--- src/rtl/ptp_bridge_ipbb_pkg.sv ---
// Shared types for the store-and-forward read side of the PTP bridge:
// FIFO word control flags, framing FSM states and word field offsets.
package ptp_bridge_ipbb_pkg;

  typedef enum logic [1:0] {
    IDLE = 2'd0,
    PKT  = 2'd1,
    DISC = 2'd2
  } rdr_state_e;

  // Control flags sit above {empty, data} in the FIFO word: {err, sop, eop}.
  typedef struct packed {
    logic err;
    logic sop;
    logic eop;
  } word_ctl_t;

  localparam int CTL_W = 3;

  function automatic int eop_off(input int dw, input int ew);
    return dw + ew;
  endfunction

  function automatic int sop_off(input int dw, input int ew);
    return dw + ew + 1;
  endfunction

  function automatic int err_off(input int dw, input int ew);
    return dw + ew + 2;
  endfunction

endpackage

--- src/rtl/ptp_bridge_ipbb_sfw_rdr_if.sv ---
// Output beat stream of the store-and-forward reader.
interface ptp_bridge_ipbb_sfw_rdr_if #(
  parameter int DW = 64,
  parameter int EW = $clog2(DW/8)
);
  logic          tx_valid;
  logic          tx_ready;
  logic [DW-1:0] tx_data;
  logic [EW-1:0] tx_empty;
  logic          tx_sop;
  logic          tx_eop;
  logic          tx_error;

  modport master (
    output tx_valid, tx_data, tx_empty, tx_sop, tx_eop, tx_error,
    input  tx_ready
  );

  modport slave (
    input  tx_valid, tx_data, tx_empty, tx_sop, tx_eop, tx_error,
    output tx_ready
  );
endinterface

--- src/rtl/ptp_bridge_ipbb_sfw_rdr_buf.sv ---
// Two-entry in-order skid buffer between the FIFO read port and the tx stream.
module ptp_bridge_ipbb_sfw_rdr_buf #(
  parameter int W = 8
) (
   input  logic         clk,
   input  logic         rst_n,
   input  logic         push,
   input  logic [W-1:0] push_word,
   input  logic         pop,
   output logic [1:0]   occ,
   output logic [W-1:0] head
);

   logic [1:0][W-1:0] mem_q, mem_d;
   logic              wr_ptr_q, wr_ptr_d;
   logic              rd_ptr_q, rd_ptr_d;
   logic [1:0]        occ_q, occ_d;
   logic              do_pop;

   assign do_pop = pop & (occ_q != 2'd0);

   always_comb begin
      mem_d    = mem_q;
      wr_ptr_d = wr_ptr_q;
      rd_ptr_d = rd_ptr_q;
      if (push) begin
         mem_d[wr_ptr_q] = push_word;
         wr_ptr_d        = ~wr_ptr_q;
      end
      if (do_pop) rd_ptr_d = ~rd_ptr_q;
      occ_d = occ_q + {1'b0, push} - {1'b0, do_pop};
   end

   always_ff @(posedge clk or negedge rst_n) begin
      if (!rst_n) begin
         mem_q    <= '0;
         wr_ptr_q <= 1'b0;
         rd_ptr_q <= 1'b0;
         occ_q    <= 2'd0;
      end else begin
         mem_q    <= mem_d;
         wr_ptr_q <= wr_ptr_d;
         rd_ptr_q <= rd_ptr_d;
         occ_q    <= occ_d;
      end
   end

   assign occ  = occ_q;
   assign head = mem_q[rd_ptr_q];

endmodule

--- src/rtl/ptp_bridge_ipbb_sfw_rdr.sv ---
// Store-and-forward FIFO reader: credit-based popping, framing check on each
// returning word, and a 2-entry output buffer feeding the tx beat stream.
module ptp_bridge_ipbb_sfw_rdr
  import ptp_bridge_ipbb_pkg::*;
#(
  parameter int DW = 64,
  parameter int EW = $clog2(DW/8),
  parameter int CW = 16
) (
   input  logic                 clk,
   input  logic                 rst_n,
   input  logic                 fifo_empty,
   input  logic [DW+EW+2:0]     fifo_rdata,
   output logic                 fifo_pop,
   ptp_bridge_ipbb_sfw_rdr_if.master tx,
   output logic [CW-1:0]        pkt_cnt,
   output logic [CW-1:0]        drop_cnt,
   output logic                 frm_err
);

   typedef struct packed {
      word_ctl_t     ctl;
      logic [EW-1:0] empty;
      logic [DW-1:0] data;
   } fifo_word_t;

   localparam int WW = $bits(fifo_word_t);

   // Async assert, sync deassert; everything below runs off rst_sn.
   logic [1:0] rst_sync_q, rst_sync_d;
   logic       rst_sn;

   assign rst_sync_d = {rst_sync_q[0], 1'b1};

   always_ff @(posedge clk or negedge rst_n) begin
      if (!rst_n) rst_sync_q <= 2'b00;
      else        rst_sync_q <= rst_sync_d;
   end

   assign rst_sn = rst_sync_q[1];

   rdr_state_e    state_q, state_d;
   logic          inflight_q, inflight_d;
   logic [CW-1:0] pkt_cnt_q, pkt_cnt_d;
   logic [CW-1:0] drop_cnt_q, drop_cnt_d;
   logic          frm_err_q, frm_err_d;

   fifo_word_t rword, push_word, head;
   logic       accept, force_err, viol, discard, push, deq;
   logic [1:0] occ;
   logic [2:0] credits;
   logic       tx_valid_i;

   assign rword = fifo_rdata;

   // Framing decision for the word returning this cycle.
   always_comb begin
      state_d   = state_q;
      accept    = 1'b0;
      force_err = 1'b0;
      viol      = 1'b0;
      if (inflight_q) begin
         case (state_q)
            IDLE: begin
               if (rword.ctl.sop) begin
                  accept = 1'b1;
                  if (!rword.ctl.eop) state_d = PKT;
               end else begin
                  viol = 1'b1;
                  if (!rword.ctl.eop) state_d = DISC;
               end
            end
            PKT: begin
               accept = 1'b1;
               if (rword.ctl.sop) begin
                  force_err = 1'b1;
                  viol      = 1'b1;
                  state_d   = DISC;
               end else if (rword.ctl.eop) begin
                  state_d = IDLE;
               end
            end
            DISC: begin
               if (rword.ctl.eop) state_d = IDLE;
            end
            default: state_d = IDLE;
         endcase
      end
   end

   assign discard = inflight_q & ~accept;
   assign push    = inflight_q & accept;

   // A restarted packet closes the truncated one as an errored eop beat.
   always_comb begin
      push_word         = rword;
      push_word.ctl.err = rword.ctl.err | force_err;
      push_word.ctl.eop = rword.ctl.eop | force_err;
   end

   ptp_bridge_ipbb_sfw_rdr_buf #(.W(WW)) u_buf (
      .clk       (clk),
      .rst_n     (rst_sn),
      .push      (push),
      .push_word (push_word),
      .pop       (deq),
      .occ       (occ),
      .head      (head)
   );

   assign tx_valid_i = (occ != 2'd0);
   assign deq        = tx_valid_i & tx.tx_ready;

   // A discarded returning word gives its slot back immediately.
   assign credits  = {1'b0, occ} + {2'b00, push} - {2'b00, deq};
   assign fifo_pop = rst_sn & ~fifo_empty & (credits < 3'd2);

   always_comb begin
      inflight_d = fifo_pop;
      pkt_cnt_d  = pkt_cnt_q + CW'(deq & head.ctl.eop);
      drop_cnt_d = drop_cnt_q;
      if (discard && (drop_cnt_q != {CW{1'b1}})) drop_cnt_d = drop_cnt_q + 1'b1;
      frm_err_d  = viol;
   end

   always_ff @(posedge clk or negedge rst_sn) begin
      if (!rst_sn) begin
         state_q    <= IDLE;
         inflight_q <= 1'b0;
         pkt_cnt_q  <= '0;
         drop_cnt_q <= '0;
         frm_err_q  <= 1'b0;
      end else begin
         state_q    <= state_d;
         inflight_q <= inflight_d;
         pkt_cnt_q  <= pkt_cnt_d;
         drop_cnt_q <= drop_cnt_d;
         frm_err_q  <= frm_err_d;
      end
   end

   assign tx.tx_valid = tx_valid_i;
   assign tx.tx_data  = tx_valid_i ? head.data      : '0;
   assign tx.tx_empty = tx_valid_i ? head.empty     : '0;
   assign tx.tx_sop   = tx_valid_i & head.ctl.sop;
   assign tx.tx_eop   = tx_valid_i & head.ctl.eop;
   assign tx.tx_error = tx_valid_i & head.ctl.err;

   assign pkt_cnt  = pkt_cnt_q;
   assign drop_cnt = drop_cnt_q;
   assign frm_err  = frm_err_q;

endmodule
--- src/flat_wrapper.sv ---
// flat-port wrapper written by rule: the top's interface ports become plain ports
module ptp_bridge_ipbb_sfw_rdr_flat import ptp_bridge_ipbb_pkg::*;
#(
  parameter int DW = 64,
  parameter int EW = $clog2(DW/8),
  parameter int CW = 16
)
  (clk, rst_n, fifo_empty, fifo_rdata, fifo_pop, pkt_cnt, drop_cnt, frm_err, tx_tx_valid, tx_tx_data, tx_tx_empty, tx_tx_sop, tx_tx_eop, tx_tx_error, tx_tx_ready);
  ptp_bridge_ipbb_sfw_rdr_if #(.DW(DW), .EW(EW)) tx_i ();
  input  logic clk;
  input  logic rst_n;
  input  logic fifo_empty;
  input  logic [DW+EW+2:0] fifo_rdata;
  output logic fifo_pop;
  output logic [CW-1:0] pkt_cnt;
  output logic [CW-1:0] drop_cnt;
  output logic frm_err;
  output wire logic [$bits(tx_i.tx_valid)-1:0] tx_tx_valid;
  output wire logic [$bits(tx_i.tx_data)-1:0] tx_tx_data;
  output wire logic [$bits(tx_i.tx_empty)-1:0] tx_tx_empty;
  output wire logic [$bits(tx_i.tx_sop)-1:0] tx_tx_sop;
  output wire logic [$bits(tx_i.tx_eop)-1:0] tx_tx_eop;
  output wire logic [$bits(tx_i.tx_error)-1:0] tx_tx_error;
  input wire logic [$bits(tx_i.tx_ready)-1:0] tx_tx_ready;
  assign tx_tx_valid = tx_i.tx_valid;
  assign tx_tx_data = tx_i.tx_data;
  assign tx_tx_empty = tx_i.tx_empty;
  assign tx_tx_sop = tx_i.tx_sop;
  assign tx_tx_eop = tx_i.tx_eop;
  assign tx_tx_error = tx_i.tx_error;
  assign tx_i.tx_ready = tx_tx_ready;
  ptp_bridge_ipbb_sfw_rdr #(.DW(DW), .EW(EW), .CW(CW)) u_core (.clk(clk), .rst_n(rst_n), .fifo_empty(fifo_empty), .fifo_rdata(fifo_rdata), .fifo_pop(fifo_pop), .tx(tx_i), .pkt_cnt(pkt_cnt), .drop_cnt(drop_cnt), .frm_err(frm_err));
endmodule
--- config.mk ---
export PLATFORM = sky130hd
export DESIGN_NAME = ptp_bridge_ipbb_sfw_rdr_flat
export DESIGN_NICKNAME = d
export VERILOG_FILES = /design/src/rtl/ptp_bridge_ipbb_pkg.sv /design/src/rtl/ptp_bridge_ipbb_sfw_rdr_if.sv /design/src/rtl/ptp_bridge_ipbb_sfw_rdr_buf.sv /design/src/rtl/ptp_bridge_ipbb_sfw_rdr.sv /design/src/flat_wrapper.sv
export SDC_FILE = /design/constraint.sdc
export NUM_CORES = 1
export LEC_CHECK = 0
export CAP_MARGIN = 20
export CORE_UTILIZATION = 55
export CTS_BUF_LIST = sky130_fd_sc_hd__clkbuf_4 sky130_fd_sc_hd__clkbuf_8 sky130_fd_sc_hd__clkbuf_16
export DETAILED_ROUTE_END_ITERATION = 12
export GPL_TIMING_DRIVEN = 0
export PLACE_DENSITY = 0.85
export SLEW_MARGIN = 20
export SYNTH_ARGS = -nofsm -noshare
export SYNTH_HDL_FRONTEND = slang
export SYNTH_SLANG_ARGS = --single-unit
--- constraint.sdc ---
create_clock -name clk -period 13.3 [get_ports clk]
set_input_delay 2.66 -clock clk [delete_from_list [all_inputs] [get_ports clk]]
set_output_delay 2.66 -clock clk [all_outputs]
set_load 0.03 [all_outputs]
==> results of run 1 <==
metal layers:
metal  vias to the layer above  routed length, um  track usage
met2                       135               9460        0.421
li1                       2583                  -            -
met4                         0                371       0.0914
met1                      2855               8190        0.315
met3                        26                756       0.0468
met5                         -                  0            0
sequential cells by signal (all words and copies together) (netlist names):
name,count
u_core.frm_err,1
u_core.state_q,2
u_core.u_buf.wr_ptr_q,1
u_core.u_buf.rd_ptr_q,1
u_core.inflight_q,1
u_core.rst_sync_q,2
u_core.u_buf.mem_q,140
u_core.pkt_cnt,16
u_core.drop_cnt,16
u_core.u_buf.occ,2
stage by stage:
| step | util | power [uW] | cells | setup slack, ps | hold slack, ps |
|---|---|---|---|---|---|
| 4_1_cts | 0.741 | 2930 | 1031 | 5340 | 278 |
| 3_5_place_dp | 0.701 | 2390 | 999 | 5370 | 280 |
| 6_report | 0.741 | 2910 | 1031 | 5400 | 272 |
| 2_1_floorplan | - | 1870 | 631 | 5480 | 331 |
| 5_1_grt | 0.741 | 3060 | 1031 | 5240 | 310 |
| 3_3_place_gp | 0.695 | 2330 | 996 | 3910 | 336 |
worst max path at each step:
stage                                        start  endpoint  slack (ps)  cells past startpoint
floorplan           u_core.rst_sync_q[1]$_DFF_PN0_  fifo_pop        5480                      2
global placement    u_core.rst_sync_q[1]$_DFF_PN0_  fifo_pop        3910                      3
detailed placement                  fifo_rdata[68]  fifo_pop        5370                     10
CTS                                 fifo_rdata[68]  fifo_pop        5340                     10
global route                        fifo_rdata[68]  fifo_pop        5240                     10
finish                              fifo_rdata[68]  fifo_pop        5400                     10
power by group through the flow:
| stage | logic (uW) | registers, uW | clock network [uW] |
|---|---|---|---|
| 5_1_grt | 1550 | 955 | 557 |
| 6_report | 1460 | 928 | 529 |
| 3_3_place_gp | 1420 | 918 | 0 |
| 3_5_place_dp | 1460 | 930 | 0 |
| 2_1_floorplan | 951 | 919 | 0 |
| 4_1_cts | 1470 | 926 | 535 |
worst max-delay path, stage by stage:
cell,delay [ps]
buf_6,120
or2_1,200
buf_2,150
nand2_1,140
ha_1,250
nand2b_1,160
fa_1,380
xor2_1,150
nor3_1,270
clkdlybuf4s50_1,760
cell usage in the layout, fill, tap and decap left out, types with 10 or more instances in the layout:
cell type | netlist | routed
xnor2_1 | 20 | 20
nand2_1 | 16 | 16
xor2_1 | 12 | 12
nand3_1 | 12 | 12
mux2_4 | 66 | 66
clkbuf_16 | 0 | 17
nor2_1 | 77 | 77
mux2i_1 | 70 | 70
mux2_2 | 58 | 58
clkdlybuf4s50_1 | 0 | 177
dfrtp_1 | 182 | 181
buf_2 | 15 | 15
buf_6 | 10 | 10
mux2_1 | 16 | 16
final cells by class:
type | instances | area (um^2)
flip-flops and latches | 182 | 4560
fillers | 973 | 3920
multi-input cells | 409 | 3730
repair buffers | 180 | 1850
clock buffers | 19 | 447
well taps | 188 | 235
plain buffers | 33 | 218
clock inverters | 13 | 170
inverters | 7 | 26.3
kinds of logic after synthesis:
group                      after synthesis
muxes                                  210
DFF                                    182
and+or+nand+nor                        145
buffers and inverters                   40
xor gates and xnor gates                32
AOI/OAI and AO/OA                       14
adders and majority gates                7
other                                    1
==> results.yml, run 1 <==
run_status:
  status: "finished clean"
die:
  initial_utilization: 0.563
  die_x_um: 126
  die_area_um2: 16000
  die_h_um: 126
  ioPinCount: 179
  design.core.area_um2: 15100
  num_rows: 45
hold_path:
  min_path_type: "reg2async"
power:
  p_int_uw: 1790
  p_clk_frac: 0.182
  combPwrFrac: 0.500
  p_switching_uw: 1120
  vdd_drop_max_mv: 0.164
  sequentialPowerShare: 0.318
  power_density_nw_per_um2: 259
  p_sw_frac: 0.384
  power.leakage_uw: 0.00518
critical_path:
  rr_startpoint: "u_core.u_buf.occ[1]$_DFF_PN0_"
  start_kind: "primary input"
  path_class: "in2out"
  worst_ep_arrival_time_ps: 5240
  cp-end-kind: "output pin"
  path_max_fanout: 9
  required_ps: 10640
  rr_endpoint: "u_core.inflight_q$_DFF_PN0_"
  reg2reg_slack_ps: 10640
  r2r_cells: 8
synthesis:
  synth.area.top_cells: "dfrtp_1 (53%), mux2_4 (12%), mux2i_1 (8.2%)"
  yosysUniqueCellTypes: 47
  ys_seq_area_frac: 0.534
  synth-xor-area-share: 0.0329
  synth_area_leader_cell: "dfrtp_1"
  yosysTopAreaCellShare: 0.534
  synth-edff-count: 0
  yosys.area_share.adder: 0.0112
  synth_nets: 712
  synth-main-ff-cell: "dfrtp_1"
  synthArstFlopShare: 1.00
  syn-cell-area_um2: 8520
  muxShareOfSynthArea: 0.296
  synth_compound_area_frac: 0.0112
  synth_top_family_by_area: "multiplexers"
  ys_seq_elements: 182
  syn_area_per_cell_um2: 13.5
  syn_inst: 631
  yosys.area_share.simple: 0.0853
  synthTopCellsByCount: "dfrtp_1 (182), nor2_1 (77), mux2i_1 (70)"
  synth_most_common_cell: "dfrtp_1"
  ys_warn_count: 0
clock_network:
  cts_buffer_depth: 2
  postCtsResizedCells: 0
  clk_latency_ps: 430
  h-tree-depth: 4
  cts.sinks: 182
  cts_buffers: 17
  clockRootBuffer: "clkbuf_16"
  cts_tree: "built"
  hold_buffers: 0
  cts_setup_buffers: 0
  clkTransAtPathRegs_ps: 70
timing:
  max_slew_margin: 0.559
  hold_violations: 0
  maxSlewViolCount: 0
  fmax_mhz: 127
  rsz0062_at_grt: "false"
  min_period_ps: 7900
  setup_tns_ps: 0
  worst_pin_slew_ps: 656
  setup_viol: 0
  finalCritPeriodShare: 0.594
  finClkSkew_ps: 7.88
finish:
  area_growth_pct: 31.7
  diodes: 0
  drive_gt1_frac: 0.230
  nNetsFinal: 911
  fin_area_um2: 11200
routing:
  ant_nets: 0
  dr.pass1.iters: 4
  vias: 5599
  drcViolationCount: 0
  routed_wirelength_um: 18800
  detail_route.iter0.violations: 204
  via_per_inst: 5.43
  wl_per_cell_um: 18.2
placement:
  dp_hpwl_um: 12900
  numPortBuffers: 177
  place_area_um2: 10600
  gp_congestion: 0.813
global_route:
  first_global_vias: 6109
  grt_first_pass_wirelength_um: 31000
  antenna_found_initial: 0
  grt-ovfl-total: 0
  grt_use_total: 0.247
  grt_max_degree: 59
run:
  cap_violations: 0
Note: power is estimated with default switching activity, not from simulation.
==> run 2: changes to the inputs <==
- CORE_UTILIZATION: 55 -> 51
- PLACE_DENSITY: 0.85 -> 0.8
- clock period: 13.3 -> 7.5 ns (I/O delays scaled with it)
==> results.yml, run 2 (synthesis results as in run 1) <==
global_route:
  grt_max_degree: 62
  grt-ovfl-total: 0
  grt_use_total: 0.230
  grt_first_pass_wirelength_um: 31300
  antenna_found_initial: 0
  first_global_vias: 6148
power:
  vdd_drop_max_mv: 0.341
  p_clk_frac: 0.170
  p_sw_frac: 0.388
  power.leakage_uw: 0.00515
  p_switching_uw: 1970
  p_int_uw: 3110
  combPwrFrac: 0.508
  power_density_nw_per_um2: 453
  sequentialPowerShare: 0.322
critical_path:
  path_class: "in2out"
  cp-end-kind: "output pin"
  required_ps: 6000
  path_max_fanout: 3
  crit_path_cell_trace: "clkdlybuf4s50_1 > and2_1 > ha_1 > nand2b_1 > fa_1 > xor2_1 > nor3_1 > clkdlybuf4s50_1"
  reg2reg_slack_ps: 4690
  cp_top_family: "buffers and inverters"
  path_buf_inv: 2
  start_kind: "primary input"
  worst_ep_arrival_time_ps: 4120
  cpMostUsedCell: "clkdlybuf4s50_1"
  cpPeakStageDelay_ps: 760
  cp_slowest_cell: "clkdlybuf4s50_1"
finish:
  layout_commonest_cell: "dfrtp_1"
  largest-register: "u_core.u_buf.mem_q"
  nNetsFinal: 911
  filler_cell_count: 1126
  area_growth_pct: 31.5
  finalNonFillerCells: 1057
  diodes: 0
  final_util: 0.696
  drive_gt1_frac: 0.228
  largest_reg_flops: 140
  fin_area_um2: 11200
  final_cell_mix: "dfrtp_1 (181), clkdlybuf4s50_1 (177), nor2_1 (77)"
timing:
  rsz0062_at_grt: "false"
  setup_viol: 0
  finalCritPeriodShare: 0.749
  setup_slack_ps: 1880
  max_slew_margin: 0.477
  worst_pin_slew_ps: 781
  maxSlewViolCount: 0
  finClkSkew_ps: 9.36
  hold_violations: 0
  min_period_ps: 5620
  fmax_mhz: 178
placement:
  numPortBuffers: 177
  dp_hpwl_um: 13100
  place_area_um2: 10700
  dp_cells: 1027
  gp_congestion: 0.801
  dp_slack_ps: 1880
clock_network:
  cts_buffer_depth: 2
  clkTransAtPathRegs_ps: 70
  clockRootBuffer: "clkbuf_16"
  hold_buffers: 0
  cts_tree: "built"
  cts.sinks: 182
  h-tree-depth: 4
  cts_setup_buffers: 0
  clk_latency_ps: 430
  cts_buffers: 17
  postCtsResizedCells: 0
routing:
  vias: 5620
  wl_per_cell_um: 17.8
  ant_nets: 0
  drcViolationCount: 0
  routed_wirelength_um: 18900
  dr.pass1.iters: 4
  detail_route.iter0.violations: 197
  via_per_inst: 5.32
die:
  ioPinCount: 179
  die_x_um: 131
  die_h_um: 131
  die_area_um2: 17200
  num_rows: 46
  design.core.area_um2: 16100
  initial_utilization: 0.529
hold_path:
  min_path_type: "reg2async"
run:
  cap_violations: 0
run_status:
  status: "finished clean"
## run 2: path summary, 6_finish.rpt
path                                                 from                                  to  cells after the start
setup / recovery                              tx_tx_ready                            fifo_pop                      8
hold / removal             u_core.rst_sync_q[1]$_DFF_PN0_  u_core.u_buf.mem_q[54]$_DFFE_PN0P_                      0
setup reg to reg            u_core.u_buf.occ[1]$_DFF_PN0_         u_core.inflight_q$_DFF_PN0_                      8
hold reg to reg            u_core.rst_sync_q[1]$_DFF_PN0_  u_core.u_buf.mem_q[54]$_DFFE_PN0P_                      0
max in group asynchronous                           rst_n      u_core.rst_sync_q[1]$_DFF_PN0_                      1
min in group clk           u_core.rst_sync_q[0]$_DFF_PN0_      u_core.rst_sync_q[1]$_DFF_PN0_                      0
## run 2: stage by stage
| stage | hold WS [ps] | total power (uW) | TNS, ps |
|---|---|---|---|
| floorplan | 331 | 3320 | 0 |
| global placement | 339 | 4150 | -789 |
| detailed placement | 170 | 4230 | 0 |
| CTS | 173 | 5120 | 0 |
| global route | 187 | 5330 | 0 |
| finish | 169 | 5080 | 0 |
## run 2: power by group through the flow
| stage | logic [uW] | clock network [uW] | registers [uW] |
|---|---|---|---|
| global placement | 2520 | 0 | 1630 |
| finish | 2580 | 862 | 1640 |
| CTS | 2610 | 876 | 1630 |
| detailed placement | 2590 | 0 | 1640 |
| floorplan | 1690 | 0 | 1630 |
| global route | 2740 | 909 | 1680 |
## run 2: final cells by class
type | instances | area, um^2 | area share
tap | 216 | 270 | 0.0241
sequential | 182 | 4560 | 0.406
buffer | 33 | 218 | 0.0194
timing repair buffer | 180 | 1850 | 0.165
inverter | 7 | 26.3 | 0.00234
clock buffer | 18 | 439 | 0.0392
clock inverter | 12 | 121 | 0.0108
multi-input combinational | 409 | 3730 | 0.332
## run 2: per-layer routing
layer / wire, um / track usage
met2: 9400 / 0.389
met5: 0 / 0
met1: 8300 / 0.291
met4: 328 / 0.0814
met3: 833 / 0.0494
